## config.mk

```make
export PLATFORM = sky130hd
export DESIGN_NAME = alu_cmd_sequencer
export DESIGN_NICKNAME = d
export VERILOG_FILES = /design/src/rtl/alu_cmd_sequencer.sv
export SDC_FILE = /design/constraint.sdc
export NUM_CORES = 1
export LEC_CHECK = 0
export ABC_CLOCK_PERIOD_IN_PS = 2000
export CAP_MARGIN = 10
export CORE_ASPECT_RATIO = 1.2
export CORE_MARGIN = 2
export CORE_UTILIZATION = 25
export CTS_CLUSTER_DIAMETER = 40
export DETAILED_ROUTE_END_ITERATION = 16
export GPL_TIMING_DRIVEN = 1
export PLACE_DENSITY_LB_ADDON = 0.1
export SETUP_SLACK_MARGIN = 0.05
export SYNTH_ARGS = -nofsm -noshare
export SYNTH_HDL_FRONTEND = slang
export SYNTH_SLANG_ARGS = --single-unit
```

## constraint.sdc

```tcl
create_clock -name clk -period 2 [get_ports clk]
set_clock_uncertainty 0.15 [all_clocks]
set_input_delay 0.4 -clock clk [delete_from_list [all_inputs] [get_ports clk]]
set_output_delay 0.4 -clock clk [all_outputs]
set_load 0.01 [all_outputs]
```

## src/rtl/alu_cmd_sequencer.sv

```systemverilog
// Command stage ahead of the synchronous ALU: gathers A, B, OP, issues one ALU enable, returns the result.
// Optional opcode/divide-by-zero screening is compiled in with `define ALU_CMD_CHECK_EN.
module alu_cmd_sequencer #(
    parameter int Width   = 4,
    parameter int ALU_LAT = 1
) (
    input  logic               clk,
    input  logic               arst,
    input  logic               in_valid,
    output logic               in_ready,
    input  logic [Width-1:0]   in_data,
    output logic [Width-1:0]   a,
    output logic [Width-1:0]   b,
    output logic [Width-1:0]   op,
    output logic               alu_en,
    input  logic [2*Width-1:0] alu_out,
    input  logic               cout_in,
    input  logic               borrow_in,
    output logic               res_valid,
    input  logic               res_ready,
    output logic [2*Width-1:0] res_data,
    output logic [1:0]         res_flags,
    output logic               busy,
    output logic               err
);

    typedef enum logic [2:0] {S_A, S_B, S_OP, S_ISSUE, S_WAIT, S_RES} state_t;

    localparam int CW = (ALU_LAT > 1) ? $clog2(ALU_LAT) : 1;

    state_t        state;
    logic [CW-1:0] wait_cnt;
    logic          wait_armed;
    logic          xfer;

    assign in_ready = (state == S_A) || (state == S_B) || (state == S_OP);
    assign xfer     = in_valid && in_ready;

`ifdef ALU_CMD_CHECK_EN
    logic reject;
    logic err_q;

    // b is already registered when the opcode arrives, so the zero-divisor test can use it directly
    assign reject = (in_data > Width'(9)) || ((in_data == Width'(3)) && (b == '0));
    assign err    = err_q;
`else
    assign err = 1'b0;
`endif

    // The first S_WAIT cycle only arms the countdown, giving the ALU its latency plus one settling cycle
    always_ff @(posedge clk or negedge arst) begin
        if (!arst) begin
            state      <= S_A;
            a          <= '0;
            b          <= '0;
            op         <= '0;
            alu_en     <= 1'b0;
            res_valid  <= 1'b0;
            res_data   <= '0;
            res_flags  <= 2'b00;
            busy       <= 1'b0;
            wait_cnt   <= '0;
            wait_armed <= 1'b0;
`ifdef ALU_CMD_CHECK_EN
            err_q      <= 1'b0;
`endif
        end else begin
            alu_en <= 1'b0;
`ifdef ALU_CMD_CHECK_EN
            err_q  <= 1'b0;
`endif
            case (state)
                S_A: begin
                    if (xfer) begin
                        a     <= in_data;
                        busy  <= 1'b1;
                        state <= S_B;
                    end
                end
                S_B: begin
                    if (xfer) begin
                        b     <= in_data;
                        state <= S_OP;
                    end
                end
                S_OP: begin
                    if (xfer) begin
                        op <= in_data;
`ifdef ALU_CMD_CHECK_EN
                        if (reject) begin
                            err_q <= 1'b1;
                            busy  <= 1'b0;
                            state <= S_A;
                        end else begin
                            alu_en <= 1'b1;
                            state  <= S_ISSUE;
                        end
`else
                        alu_en <= 1'b1;
                        state  <= S_ISSUE;
`endif
                    end
                end
                S_ISSUE: begin
                    wait_armed <= 1'b0;
                    state      <= S_WAIT;
                end
                S_WAIT: begin
                    if (!wait_armed) begin
                        wait_cnt   <= CW'(ALU_LAT - 1);
                        wait_armed <= 1'b1;
                    end else if (wait_cnt == '0) begin
                        res_data   <= alu_out;
                        res_flags  <= {borrow_in, cout_in};
                        res_valid  <= 1'b1;
                        wait_armed <= 1'b0;
                        state      <= S_RES;
                    end else begin
                        wait_cnt <= wait_cnt - CW'(1);
                    end
                end
                S_RES: begin
                    if (res_ready) begin
                        res_valid <= 1'b0;
                        busy      <= 1'b0;
                        state     <= S_A;
                    end
                end
                default: begin
                    res_valid <= 1'b0;
                    busy      <= 1'b0;
                    state     <= S_A;
                end
            endcase
        end
    end

endmodule
```

# Word level (Yosys, flattened, before mapping)
# Cells that the tools add are included.
# classes
add_sub_neg,1
n_eq_ne,11
muxes,20
n_bitwise,3
n_reduce_logical,14
# op_table
cell,count
3-bit two-way mux,6
3-bit one-hot mux with 6 select lines,1
"2-bit != test, second input constant",6
1-bit two-way mux,10
4-bit OR reduction,2
"3-bit by 2-bit equality test with 1-bit output, second input constant",2
"3-bit equality test, second input constant",2
1-bit one-hot mux with 3 select lines,2
2-bit AND reduction,3
3-bit AND reduction,2
6-bit AND reduction,1
4-bit AND reduction,1
"3-bit by 1-bit equality test with 1-bit output, second input constant",1
3-bit logical NOT,1
1-bit NOT,3
1-bit logical OR,2
1-bit one-hot mux with 2 select lines,1
2-bit nonzero test,1
1-bit logical AND,1
"1-bit subtractor, second input constant",1
# word_totals
regBits,30
in_bits,18

# Logic depth before layout (Yosys ltp)
# Gate-level depths: netlist of the first run.
# logic_depth
word_depth,6
depth_mapped,5
depth_no_buf,3

# Worst setup path after synthesis of the first run
# No wires, ideal clock.
# synth_timing
path_type,register to register
startpoint,reg state[1]
endpoint,reg res_data[0]
setup_time_ns,0.125
t_arrival_ns,1.228
t_required_ns,1.725
slack_ns,0.497
stages_incl_launch_ff,6
path_buffers,2
period_less_slack_ns,1.503
path_cell_list,dfrtp_1 -> buf_6 -> nor2_4 -> and3_4 -> buf_6 -> mux2_4
# synth_via
elab_chain_len,2
# synth_lines
item,line_no,source
"start, declared",31,state_t state;
"start signal, assigned",53,state <= S_A;
"start signal, assigned",77,state <= S_B;
"start signal, assigned",83,state <= S_OP;
3-bit equality test,72,case (state)
3-bit AND reduction (no line),-,
"end signal, assigned",113,res_data <= alu_out;
"end, declared",21,"output logic [2*Width-1:0] res_data,"
# Every way passes these cells.
# A chain may end at the register's enable or synchronous reset.

# Worst setup path after layout of the first run
# layout_timing
startpoint,reg busy
endpoint,out busy
# layout_rtl
item,line_no,source
"start, declared",23,"output logic busy,"
"start signal, assigned",61,busy <= 1'b0;
"start signal, assigned",76,busy <= 1'b1;
"start signal, assigned",125,busy <= 1'b0;
# No word-level cell between the ends.

==> flow_summary_export.csv, run 1 <==
group,metric,value,unit
worst_setup_path,critPathLaunchType,"flop",
sta,hold_violations,0,
layout,stdcell_area,1870,um^2
worst_setup_path,worstPathMaxFanout,3,
worst_setup_path,cp_top_family,"buffers and inverters",
floorplan,fp.dieH,81.9,um
sta,fin_tns_setup,0,ps
pwr,sequentialPowerShare,34.5,%
placement,io_buffers,43,
logic_synthesis,syn_inst,87,
worst_setup_path,reg2reg_depth,4,
worst_hold_path,min_to,"res_data[6]",
worst_hold_path,hold_depth,1,
pwr,ir_worst_vdd,0.599,mV
sta,hold_ws,357,ps
floorplan,die-area,5650,um^2
logic_synthesis,yosys.area.top_type,"dfrtp_1",
flow_run,maxCapViolCount,0,
placement,dpl_cell_area,1770,um^2
worst_setup_path,critPathSlowestCell,"clkdlybuf4s50_1",
logic_synthesis,avgSynthCellArea,14.5,um^2
cts,cts_sinks,29,
worst_setup_path,path_class,"flop to output pin",
placement,gp_congestion,0.741,
outcome,status,"completed",
detailed_routing,via_per_inst,4.29,
pwr,combPwrFrac,47.4,%
logic_synthesis,synthFlopType,"dfrtp_1",
worst_hold_path,min_from,"res_data[6]",
pwr,pwr_density_cell,1580,nW/um^2
layout,syn2layout_area_growth,47.8,%
worst_setup_path,crit_arrival,1190,ps
pwr,switching_power,0.916,mW
sta,finalCritPeriodShare,87.1,%
worst_setup_path,r2r_end,"res_data[6]",
cts,cts_tree,"built",
cts,cts_root_buf,"clkbuf_8",
sta,post-route-min-period,1740,ps
cts,post_cts_buffers,0,
logic_synthesis,synth_most_common_cell,"dfrtp_1",
cts,clockBufferDepth,2,
worst_setup_path,cp_cell_sequence,"clkdlybuf4s50_1",
logic_synthesis,synthesis.area,1260,um^2
logic_synthesis,async_flop_share,100,%
pwr,power_frac_clock,18.1,%
sta,setup_viol,0,
worst_setup_path,cp_num_buf_inv,1,
layout,antenna_cells,0,
logic_synthesis,synth_area_leaders,"dfrtp_1 (57%), mux2_2 (12%), mux2_4 (11%), buf_6 (1.8%), nor2_4 (1.8%)",
grt,grt_pass1_wl,4.51,mm
logic_synthesis,synth_fp_nets,105,
sta,worst_slack,258,ps
worst_setup_path,required,1450,ps
grt,grt_max_degree,30,
cts,h-tree-depth,2,
floorplan,coreArea,4900,um^2
logic_synthesis,yosys-top-cells-count,"dfrtp_1 (29), mux2_2 (13), mux2_4 (9)",
placement,dpl.hpwl,1.87,mm
floorplan,io_pins,45,
pwr,p_leak,0.785,nW
cts,clkTransAtPathRegs,60,ps
worst_setup_path,worst_path_largest_cell_delay,540,ps
detailed_routing,wl_per_cell,13.7,um
layout,drive_gt1_share,30.4,%
detailed_routing,drc,0,
layout,nNetsFinal,155,
worst_setup_path,crit_path_end_kind,"output pin",
floorplan,num_rows,28,
grt,grt_antenna_before_repair,0,
floorplan,start_util,25.8,%
sta,slew_violations,0,
logic_synthesis,yosysSeqAreaShare,57.4,%
logic_synthesis,synth_top_area_share,57.4,%
worst_setup_path,rrSetupSlack,350,ps
logic_synthesis,ys_ff_latch,29,
sta,grt_setup_unrepaired,"false",
detailed_routing,vias,849,
floorplan,dieWidth,68.9,um
grt,grt_pass1_vias,899,
detailed_routing,totalWireLength,2.71,mm
grt,gr-total-overflow,0,
sta,max_freq,574,MHz
logic_synthesis,synth_edf_count,0,
cts,insertion_delay,270,ps
pwr,p_int,2.03,mW
detailed_routing,drtAntennaViolNets,0,
logic_synthesis,ys_warn_count,0,
worst_setup_path,r2r-start,"state[0]",
logic_synthesis,ys_types,25,
detailed_routing,dr.first_iter.drc_count,26,
worst_hold_path,holdCritPathClass,"flop to flop",
detailed_routing,first_pass_iters,4,
layout,fin_util,38.1,%
cts,cts_inserted_buffers,5,
placement,pre_cts_ws,-7.73,ps
pwr,swShare,31.1,%
grt,globalRouteTotalUtil,11.0,%
==> power by group through the flow <==
stage	logic, mW	clock network (mW)	registers [mW]
after detailed placement	1.40	0	1.03
final	1.40	0.533	1.02
after floorplan	0.654	0	1.12
after global routing	1.52	0.580	1.06
after CTS	1.42	0.556	1.02
after global placement	1.41	0	1.03
==> cell usage in the layout (no fill, tap or decap), types with 2 or more instances in the layout <==
cell type	n
mux2_2	13
buf_4	5
nand3_1	3
o21ai_0	4
dfrtp_1	29
nor2_4	2
nand2_1	4
clkbuf_8	7
mux2_4	9
nor2_1	2
a21oi_1	2
nand2b_1	2
clkdlybuf4s50_1	42
==> metal layers <==
layer	part of all wire [%]	wire, um	global-route usage [%]
met1	45	1220	14.3
met2	48	1300	16.8
met3	5.2	140	3.42
met4	1.9	51	4.71
met5	0	0	0
==> sequential cells by signal, summed over array words and instances, names as in the netlist <==
name,cells
state,3
op,4
alu_en,1
busy,1
wait_armed,1
res_valid,1
res_data,8
b,4
res_flags,2
a,4
==> metrics by stage <==
stage	std cells	total power, mW
floorplan	87	1.77
global placement	190	2.44
detailed placement	190	2.43
CTS	198	3.00
global route	198	3.16
finish	198	2.95
==> cell families after synthesis <==
family                 synth area share (%)
AND/OR/NAND/NOR                        12.9
AO/OA/AOI/OAI                          3.56
multiplexers                           22.3
other                                 0.296
flip-flops                             57.4
buffers and inverters                  3.66
==> how the worst max path moves through the flow <==
stage	start	to	cells past startpoint
floorplan	state[1]	res_data[0]	5
global placement	in_valid	b[0]	4
detailed placement	in_valid	b[3]	4
CTS	state[2]	in_ready	2
global route	res_valid	res_valid	1
finish	busy	busy	1
==> final cells by class <==
cell class | instances | area (um^2)
Clock buffer | 7 | 96.3
Clock inverter | 1 | 5.00
Fill cell | 483 | 3040
Inverter | 1 | 3.75
Multi-Input combinational cell | 52 | 493
Sequential cell | 29 | 726
Tap cell | 60 | 75.1
Timing Repair Buffer | 48 | 470
==> timing repair <==
action                                  CTS  global route
gates resized for setup                   0             1
endpoints found under the hold margin     0             0
endpoints found under the setup margin    0             1
hold buffers                              0             0
(Power assumes the default switching activity.)
==> run 2, diff against run 1 <==
- SLEW_MARGIN: unset -> 20
==> results of run 2 <==
Same layout as run 1: the final DEF is identical, and so are final timing and power.
